===== src/rtl/mfp_serial_spi.sv =====
// rtl/mfp_serial_spi.sv - SPI mode-0 responder bridging the IO controller to the MFP serial FIFOs
module mfp_serial_spi #(
    parameter int         SYNC_STAGES = 2,
    parameter logic [7:0] CMD_STATUS  = 8'h01,
    parameter logic [7:0] CMD_READ    = 8'h02,
    parameter logic [7:0] CMD_WRITE   = 8'h03,
    parameter logic [7:0] CMD_SETST   = 8'h04
) (
    input  logic        clk,
    input  logic        reset,
    input  logic        spi_sck,
    input  logic        spi_ss,
    input  logic        spi_di,
    output logic        spi_do,
    input  logic [7:0]  serial_data_out,
    input  logic        serial_data_out_available,
    output logic        serial_strobe_out,
    input  logic [63:0] serial_status_out,
    output logic [7:0]  serial_data_in,
    output logic        serial_strobe_in,
    input  logic        serial_data_in_full,
    output logic [7:0]  serial_status_in,
    output logic        rx_overrun
);

    typedef enum logic [2:0] {
        S_IDLE,
        S_CMD,
        S_STATUS,
        S_READ,
        S_WRITE,
        S_SETST,
        S_IGNORE
    } state_t;

    state_t state, state_next;

    logic [SYNC_STAGES-1:0] sck_sync, ss_sync, di_sync;
    logic       sck_prev;
    logic       armed;
    logic [2:0] bit_cnt;
    logic [6:0] rx_shift;
    logic [7:0] tx_shift;
    logic [63:0] status_snap;
    logic       setst_done;

    logic       sck_s, ss_s, di_s;
    logic       active, sck_rise, sck_fall, byte_done, read_pop;
    logic [7:0] rx_byte;

    assign sck_s     = sck_sync[SYNC_STAGES-1];
    assign ss_s      = ss_sync[SYNC_STAGES-1];
    assign di_s      = di_sync[SYNC_STAGES-1];
    assign active    = (state != S_IDLE) && !ss_s;
    assign sck_rise  = sck_s && !sck_prev;
    assign sck_fall  = !sck_s && sck_prev;
    assign byte_done = active && sck_rise && (bit_cnt == 3'd7);
    assign rx_byte   = {rx_shift, di_s};
    assign read_pop  = serial_data_out_available &&
                       ((state == S_READ) || ((state == S_CMD) && (rx_byte == CMD_READ)));

    // Sync chains reset low so a select held low through reset never looks like a fresh frame.
    always_ff @(posedge clk or posedge reset) begin
        if (reset) begin
            sck_sync <= '0;
            ss_sync  <= '0;
            di_sync  <= '0;
            sck_prev <= 1'b0;
        end else begin
            sck_sync <= {sck_sync[SYNC_STAGES-2:0], spi_sck};
            ss_sync  <= {ss_sync[SYNC_STAGES-2:0], spi_ss};
            di_sync  <= {di_sync[SYNC_STAGES-2:0], spi_di};
            sck_prev <= sck_s;
        end
    end

    always_ff @(posedge clk or posedge reset) begin
        if (reset) state <= S_IDLE;
        else       state <= state_next;
    end

    always_comb begin
        state_next = state;
        if (ss_s) begin
            state_next = S_IDLE;
        end else begin
            case (state)
                S_IDLE: if (armed) state_next = S_CMD;
                S_CMD: begin
                    if (byte_done) begin
                        if      (rx_byte == CMD_STATUS) state_next = S_STATUS;
                        else if (rx_byte == CMD_READ)   state_next = S_READ;
                        else if (rx_byte == CMD_WRITE)  state_next = S_WRITE;
                        else if (rx_byte == CMD_SETST)  state_next = S_SETST;
                        else                            state_next = S_IGNORE;
                    end
                end
                default: ;
            endcase
        end
    end

    always_ff @(posedge clk or posedge reset) begin
        if (reset) begin
            armed             <= 1'b0;
            bit_cnt           <= 3'd0;
            rx_shift          <= 7'd0;
            tx_shift          <= 8'd0;
            spi_do            <= 1'b0;
            status_snap       <= 64'd0;
            setst_done        <= 1'b0;
            serial_strobe_out <= 1'b0;
            serial_strobe_in  <= 1'b0;
            serial_data_in    <= 8'd0;
            serial_status_in  <= 8'd0;
            rx_overrun        <= 1'b0;
        end else begin
            serial_strobe_out <= 1'b0;
            serial_strobe_in  <= 1'b0;
            if (ss_s) begin
                armed      <= 1'b1;
                bit_cnt    <= 3'd0;
                tx_shift   <= 8'd0;
                spi_do     <= 1'b0;
                setst_done <= 1'b0;
            end else if (active) begin
                if (sck_rise) begin
                    rx_shift <= rx_byte[6:0];
                    bit_cnt  <= bit_cnt + 3'd1;
                    if (byte_done) begin
                        tx_shift <= 8'd0;
                        case (state)
                            S_CMD: begin
                                if (rx_byte == CMD_STATUS) begin
                                    tx_shift    <= serial_status_out[63:56];
                                    status_snap <= {serial_status_out[55:0], 8'd0};
                                    rx_overrun  <= 1'b0;
                                end
                            end
                            // Snapshot drains MSB-first; zeros shifted in give the trailing 0x00 replies.
                            S_STATUS: begin
                                tx_shift    <= status_snap[63:56];
                                status_snap <= {status_snap[55:0], 8'd0};
                            end
                            S_WRITE: begin
                                if (!serial_data_in_full) begin
                                    serial_data_in   <= rx_byte;
                                    serial_strobe_in <= 1'b1;
                                end else begin
                                    rx_overrun <= 1'b1;
                                end
                            end
                            S_SETST: begin
                                if (!setst_done) begin
                                    serial_status_in <= rx_byte;
                                    setst_done       <= 1'b1;
                                end
                            end
                            default: ;
                        endcase
                        if (read_pop) begin
                            tx_shift          <= serial_data_out;
                            serial_strobe_out <= 1'b1;
                        end
                    end
                end else if (sck_fall) begin
                    spi_do   <= tx_shift[7];
                    tx_shift <= {tx_shift[6:0], 1'b0};
                end
            end
        end
    end

endmodule


===== config.mk =====
export PLATFORM = sky130hd
export DESIGN_NAME = mfp_serial_spi
export DESIGN_NICKNAME = d
export VERILOG_FILES = /design/src/rtl/mfp_serial_spi.sv
export SDC_FILE = /design/constraint.sdc
export NUM_CORES = 1
export LEC_CHECK = 0
export BUFFER_PORTS_ARGS = -buffer_cell sky130_fd_sc_hd__buf_2
export CORE_MARGIN = 2
export CORE_UTILIZATION = 55
export CTS_BUF_LIST = sky130_fd_sc_hd__clkbuf_8
export DETAILED_ROUTE_END_ITERATION = 12
export HOLD_SLACK_MARGIN = 0.15
export PLACE_DENSITY = 0.77
export RECOVER_POWER = 100
export SLEW_MARGIN = 40
export SYNTH_ARGS = -nofsm -noshare
export SYNTH_HDL_FRONTEND = slang
export SYNTH_SLANG_ARGS = --single-unit
export TNS_END_PERCENT = 30

===== constraint.sdc =====
create_clock -name clk -period 8.2 [get_ports clk]
set_input_delay 1.64 -clock clk [delete_from_list [all_inputs] [get_ports clk]]
set_output_delay 1.64 -clock clk [all_outputs]
set_load 0.1 [all_outputs]

==> summary.txt, run 1 <==
Outcome
  • Outcome: finished with violations
  • Failing checks: capacitance limit, slew limit

Critical path
  • CP max FO: 48
  • Crit Path Class: flop to flop
  • Crit end category: flop
  • Critical Path RT: ~8500 ps
  • Critical Path AT: 4640 ps
  • Startpoint types: flop

Route
  • Average routed wire per standard cell: 17.7 µm
  • Drt first pass iters: 4
  • Final ANT Viol Nets: 0
  • Post-route DRC: 0
  • Routed vias/inst: 5.97
  • Drt total wl: 10.6 mm
  • Vias: 3585
  • Drt initial violations: 275

Final layout
  • Fillers: 718
  • Register area: 0.00265 mm²
  • Synthesis-to-finish area growth: 13.0%
  • Footprint of the multi-input gates: 0.00207 mm²
  • Antenna cell count: 0
  • Layout cells sized above 1: 0.314
  • Nets: 569
  • Utilization of the core after routing: 0.639

Synth
  • Post-Syn Area: 0.00491 mm²
  • Mapped Cells: 409
  • Dominant synthesized flop cell: dfrtp_1
  • Async S/R FF share, synth: 1.00
  • Synth Net Count: 490
  • Seq/Total Area, Yosys: 0.541
  • Unique masters post-synth: 48
  • Synth top area share: 0.541
  • Synth Area per Inst: 12.0 µm²
  • Area contributors post-synth: dfrtp_1 54%, nand2b_1 6.6%, o221a_2 6.4%, mux2_2 5.3%, o221a_1 4.6%
  • Synth Register Bits: 106
  • Leading area contributor after synthesis: dfrtp_1
  • Number of synthesized flops with an enable pin: 0
  • Synthesis Warnings: 0

Clock network
  • Clock Path Buffers: 2
  • TritonCTS buffer count: 9
  • Clock Pin Slew Worst Setup and Hold Paths: 90 ps
  • CTS sink cnt: between 100 and 150
  • Post-CTS Setup Bufs: 0
  • CTS tree: built
  • Hold buffer count at CTS: 0
  • Clock Latency Late Sink: 370 ps
  • Clk root buf: clkbuf_8
  • Post_cts resized: 0
  • H-tree lvl count: 3

Placed design
  • Pre-CTS WS: 5260 ps
  • Post-DP HPWL: 7.28 mm
  • I/O Buffers: slightly below 100
  • GPL Wtd Cong: 0.945

Timing
  • Final period util: 0.530
  • RSZ-0062 raised after global routing: no
  • Worst-Margin Slew: roughly 2200 ps
  • Fin crit period: between 4000 and 5000 ps
  • Setup TNS: 0 ps
  • Setup ws final: 3860 ps
  • Slew Limit Fails: around 100
  • Clock skew: 14.4 ps
  • Setup-failing EPs final: 0
  • Final Hold Fails: 0
  • Fmax: around 230 MHz
  • Slew Limit Headroom: -0.451

Power and ir drop
  • PD cells: 193 mW/mm²
  • Flop pwr share: 0.557
  • Clk pwr share: 0.276
  • Worst IR Drop VDD: between 0.1 and 0.15 mV
  • LEAKAGE: 2.55 nW
  • Sw Share: 0.311
  • P_sw: 0.332 mW
  • Combinational fraction of design power: 0.167
  • Int Pwr: around 0.74 mW

Min path
  • Worst hold path class: flop to flop

Run
  • Number of max-cap violations: 2

Floorplanning
  • Die width: between 90 and 100 µm
  • Die Y: 98.4 µm
  • Starting Density: 0.565
  • Die area: 0.00969 mm²
  • Rows: 34
  • I/O pin count: 99
  • Core area: 0.00868 mm²

GRT
  • First-pass GRT wire length: about 17 mm
  • Vias in the first global route: ~3500
  • Largest net degree at the start of global routing: 57
  • Overflow after GRT: 0
  • Initial antenna violation count: 0
  • Total GRT Usage: 0.223
-- cell usage after synthesis, types with 2 or more instances --
cell type	n
a21oi_1	19
nand4_1	8
nand2b_1	52
o221a_1	20
buf_2	8
inv_1	4
nor2_1	22
nor3b_1	6
nor3_1	4
o221a_2	28
mux2i_1	11
mux2_2	23
o22ai_1	2
clkbuf_1	19
buf_6	4
nand3_1	9
a32oi_1	7
and2_1	2
a22o_1	8
nand2_1	11
dfrtp_1	106
xnor2_1	3
buf_4	2
ha_1	2
a31oi_1	3
and3b_1	2
nor2b_1	3
-- layer usage --
metal,GRT usage,wire [µm],part of all wire
met1,0.325,4960,0.47
met2,0.335,4900,0.46
met3,0.0610,666,0.063
met4,0.0580,109,0.010
met5,0,0,0
-- logic make-up (layout without fill, tap and decap cells) --
group                      after synthesis  after routing  synth area share
AOI/OAI and AO/OA                       94             94             0.174
DFF                                    106            106             0.541
muxes                                   34             34            0.0752
xor gates and xnor gates                 3              3           0.00536
and+or+nand+nor                        131            131             0.160
adders and majority gates                2              2           0.00510
buffers and inverters                   39            123            0.0395
-- area by class of cell --
cell class,instances,area share
Clock inverter,6,0.00767
Timing Repair Buffer,102,0.0884
Sequential cell,106,0.478
Multi-Input combinational cell,264,0.373
Inverter,5,0.00361
Clock buffer,10,0.0248
Tap cell,108,0.0244
-- layout by cell type (no fill, tap or decap), drive strengths merged, types with 2 or more instances in the layout --
| cell | count |
|---|---|
| nor2b | 3 |
| a31oi | 3 |
| clkinv | 3 |
| dfrtp | 106 |
| xnor2 | 3 |
| nor3b | 7 |
| inv | 6 |
| nor3 | 5 |
| clkbuf | 32 |
| mux2i | 11 |
| mux2 | 23 |
| a32oi | 7 |
| and3b | 2 |
| nand3 | 9 |
| a21oi | 19 |
| ha | 2 |
| o22ai | 2 |
| o221a | 48 |
| clkinvlp | 2 |
| nor2 | 22 |
| buf | 80 |
| a22o | 8 |
| nor4 | 2 |
| and2 | 2 |
| nand4 | 8 |
| or4 | 2 |
| nand2b | 52 |
| nand2 | 11 |
-- final timing paths --
check / start / endpoint / slack (ps) / cells past startpoint
setup / recovery: state[0] / status_snap[48] / 3860 / 5
hold / removal: di_sync[0] / di_sync[1] / 360 / 0
setup reg to reg: state[0] / status_snap[48] / 3860 / 5
hold reg to reg: di_sync[0] / di_sync[1] / 360 / 0
max in group asynchronous: reset / status_snap[57] / 4870 / 3
min in group asynchronous: reset / status_snap[12] / 1830 / 2
-- per-stage QoR --
| step | cells | total power, mW | hold WS [ps] | instance area, µm² |
|---|---|---|---|---|
| finish | 601 | 1.07 | 355 | 5550 |
| global route | 601 | 1.12 | 369 | 5550 |
| CTS | 601 | 1.07 | 359 | 5580 |
| detailed placement | 585 | 0.782 | 341 | 5400 |
| global placement | 585 | 0.773 | 335 | 5400 |
| floorplan | 409 | 0.726 | 331 | 4910 |
-- worst max-delay path, cell delays in order, from the launching register on --
cell and delay, ps:
dfrtp_1 870, nor3b_1 1040, and2_0 320, a21o_1 140
clkbuf_1 1420, o221a_2 460
-- state kept, by name, summed over array words and instances (netlist names) --
register	cells
armed	1
bit_cnt	3
di_sync	2
rx_overrun	1
rx_shift	7
sck_prev	1
sck_sync	2
serial_data_in	8
serial_status_in	8
serial_strobe_in	1
serial_strobe_out	1
setst_done	1
spi_do	1
ss_sync	2
state	3
status_snap	56
tx_shift	8
-- power by group through the flow --
stage	logic (mW)	registers [mW]	clock network, mW
finish	0.178	0.595	0.295
detailed placement	0.177	0.606	0
floorplan	0.156	0.570	0
CTS	0.177	0.596	0.301
global placement	0.170	0.603	0
global route	0.197	0.601	0.327
(Power assumes the default switching activity.)
==> inputs of run 2 (changes only) <==
--- a/config.mk
+++ b/config.mk
@@ -7,11 +7,11 @@
 export LEC_CHECK = 0
 export BUFFER_PORTS_ARGS = -buffer_cell sky130_fd_sc_hd__buf_2
 export CORE_MARGIN = 2
-export CORE_UTILIZATION = 55
+export CORE_UTILIZATION = 51
 export CTS_BUF_LIST = sky130_fd_sc_hd__clkbuf_8
 export DETAILED_ROUTE_END_ITERATION = 12
 export HOLD_SLACK_MARGIN = 0.15
-export PLACE_DENSITY = 0.77
+export PLACE_DENSITY = 0.75
 export RECOVER_POWER = 100
 export SLEW_MARGIN = 40
 export SYNTH_ARGS = -nofsm -noshare
==> constraint.sdc (replaced) <==
create_clock -name clk -period 3.6 [get_ports clk]
set_input_delay 0.72 -clock clk [delete_from_list [all_inputs] [get_ports clk]]
set_output_delay 0.72 -clock clk [all_outputs]
set_load 0.1 [all_outputs]
==> run 2 against run 1 <==
Clock power rose to 2.5 times the previous value. Global-route usage fell by 1.4 points. Highest routed layer is now met5. Count of clock-buffer cells in the layout did not move. The flow still finishes with violations (capacitance limit, slew limit). Sequential power increased by 130%. Maximum frequency is 53% higher. Sequential share of layout area is 0.45 points lower. Non-clock buffer count unchanged. Combinational power increased by 120%. First-iteration DRC count is 20% lower. Via count about the same. Die area rose by 7.5%. Critical path depth did not move.
==> summary.txt, run 2 (synthesis gave the netlist of run 1 again) <==
Outcome
  • Outcome: finished with violations
  • Failing checks: capacitance limit, slew limit

Power and ir drop
  • Int Pwr: between 1.5 and 2 mW
  • Worst IR Drop VDD: 0.306 mV
  • Clk pwr share: 0.299
  • Combinational fraction of design power: 0.159
  • LEAKAGE: 2.57 nW
  • PD cells: 446 mW/mm²
  • P_sw: 0.802 mW
  • Sw Share: 0.322
  • Flop pwr share: 0.543

Critical path
  • CP max FO: 48
  • Critical R2R Launch: state[0]
  • Worst setup path start: state[0]
  • Critical Path AT: ~3100 ps
  • Crit Path Class: flop to flop
  • Critical Path RT: 3900 ps
  • Reg2Reg Depth: 5
  • R2R setup slack: roughly 760 ps
  • Startpoint types: flop
  • Crit end category: flop
  • R2r endpoint: status_snap[55]
  • CP endpoint: status_snap[55]

Clock network
  • Clock Path Buffers: 2
  • Post_cts resized: 0
  • Clock Pin Slew Worst Setup and Hold Paths: 110 ps
  • Hold buffer count at CTS: 0
  • Clock Latency Late Sink: 380 ps
  • H-tree lvl count: 3
  • Post-CTS Setup Bufs: 0
  • CTS sink cnt: around 110
  • Clk root buf: clkbuf_8
  • CTS tree: built
  • TritonCTS buffer count: 9

GRT
  • Total GRT Usage: 0.209
  • Overflow after GRT: 0
  • Largest net degree at the start of global routing: 84
  • First-pass GRT wire length: 17.0 mm
  • Vias in the first global route: 3463
  • Initial antenna violation count: 1

Placed design
  • I/O Buffers: 98
  • GPL Wtd Cong: 0.923
  • Post-DP HPWL: 7.31 mm
  • Placed Area: 0.00543 mm²

Min path
  • WHS Path Cells: 0
  • Worst hold path class: flop to flop

Final layout
  • Footprint of the multi-input gates: around 0.0021 mm²
  • Antenna cell count: 0
  • Layout cells sized above 1: 0.312
  • Final instance area: 0.00560 mm²
  • Synthesis-to-finish area growth: 14.1%
  • Most frequent cells in the layout: 106 x dfrtp_1, 77 x buf_2, 52 x nand2b_1
  • Commonest non-fill, non-tap cell in the layout: dfrtp_1
  • Nets: 569
  • Largest Register: status_snap
  • Fillers: between 800 and 900
  • Max reg flops: 56
  • Register area: 0.00265 mm²

Timing
  • Fmax: 352 MHz
  • Final Hold Fails: 0
  • Final period util: 0.789
  • Setup TNS: 0 ps
  • Slew Limit Headroom: -0.119
  • Fin crit period: 2840 ps
  • RSZ-0062 raised after global routing: no
  • Clock skew: 18.9 ps
  • Worst-Margin Slew: ~1700 ps
  • Setup-failing EPs final: 0
  • Slew Limit Fails: between 80 and 90

Floorplanning
  • Rows: 35
  • I/O pin count: 99
  • Starting Density: 0.528
  • Core area: 0.00928 mm²
  • Die area: 0.0104 mm²
  • Die Y: 102 µm
  • Die width: 102 µm

Route
  • Drt total wl: 10.4 mm
  • Final ANT Viol Nets: 0
  • Average routed wire per standard cell: 16.7 µm
  • Drt initial violations: 221
  • Routed vias/inst: 5.76
  • Vias: 3583
  • Drt first pass iters: 6
  • Post-route DRC: 0

Run
  • Number of max-cap violations: 1
-- run 2: metal layers --
metal	global-route usage	vias to the layer above	routed length [µm]
met2	0.310	97	4740
met5	0	-	11
met1	0.308	1782	4890
li1	-	1688	-
met4	0.0431	2	106
met3	0.0609	14	648
-- run 2: layout make-up --
type | count | share of cell area
well taps | 129 | 0.0288
flip-flops and latches | 106 | 0.474
clock inverters | 6 | 0.0118
repair buffers | 102 | 0.0869
inverters | 5 | 0.00402
multi-input cells | 264 | 0.370
clock buffers | 10 | 0.0246
-- run 2: power groups by stage --
| stage | Sequential [mW] | Combinational, mW | Clock, mW |
|---|---|---|---|
| floorplan | 1.30 | 0.355 | 0 |
| global placement | 1.37 | 0.390 | 0 |
| detailed placement | 1.38 | 0.401 | 0 |
| CTS | 1.36 | 0.403 | 0.760 |
| global route | 1.37 | 0.435 | 0.801 |
| finish | 1.35 | 0.396 | 0.745 |
-- run 2: worst min path at each step --
stage               startpoint         end  slack, ps
floorplan           di_sync[0]  di_sync[1]        330
global placement    di_sync[0]  di_sync[1]        330
detailed placement  ss_sync[0]  ss_sync[1]        330
CTS                 ss_sync[0]  ss_sync[1]        360
global route        ss_sync[0]  ss_sync[1]        380
finish              ss_sync[0]  ss_sync[1]        360
-- run 2: through the flow --
| stage | power (mW) | hold slack, ps | setup WS, ps | utilization | instances |
|---|---|---|---|---|---|
| 2_1_floorplan | 1.65 | 331 | 91.1 | - | 409 |
| 3_3_place_gp | 1.76 | 335 | 712 | 0.585 | 606 |
| 3_5_place_dp | 1.78 | 335 | 879 | 0.585 | 606 |
| 4_1_cts | 2.52 | 360 | 855 | 0.607 | 622 |
| 5_1_grt | 2.61 | 384 | 454 | 0.603 | 622 |
| 6_report | 2.49 | 363 | 761 | 0.603 | 622 |
-- run 2: critical path: stages (launching register included) --
cell and delay, ps:
dfrtp_1 860, nor3b_2 670, and2_0 380, a21o_1 160, buf_4 400, o221a_2 280
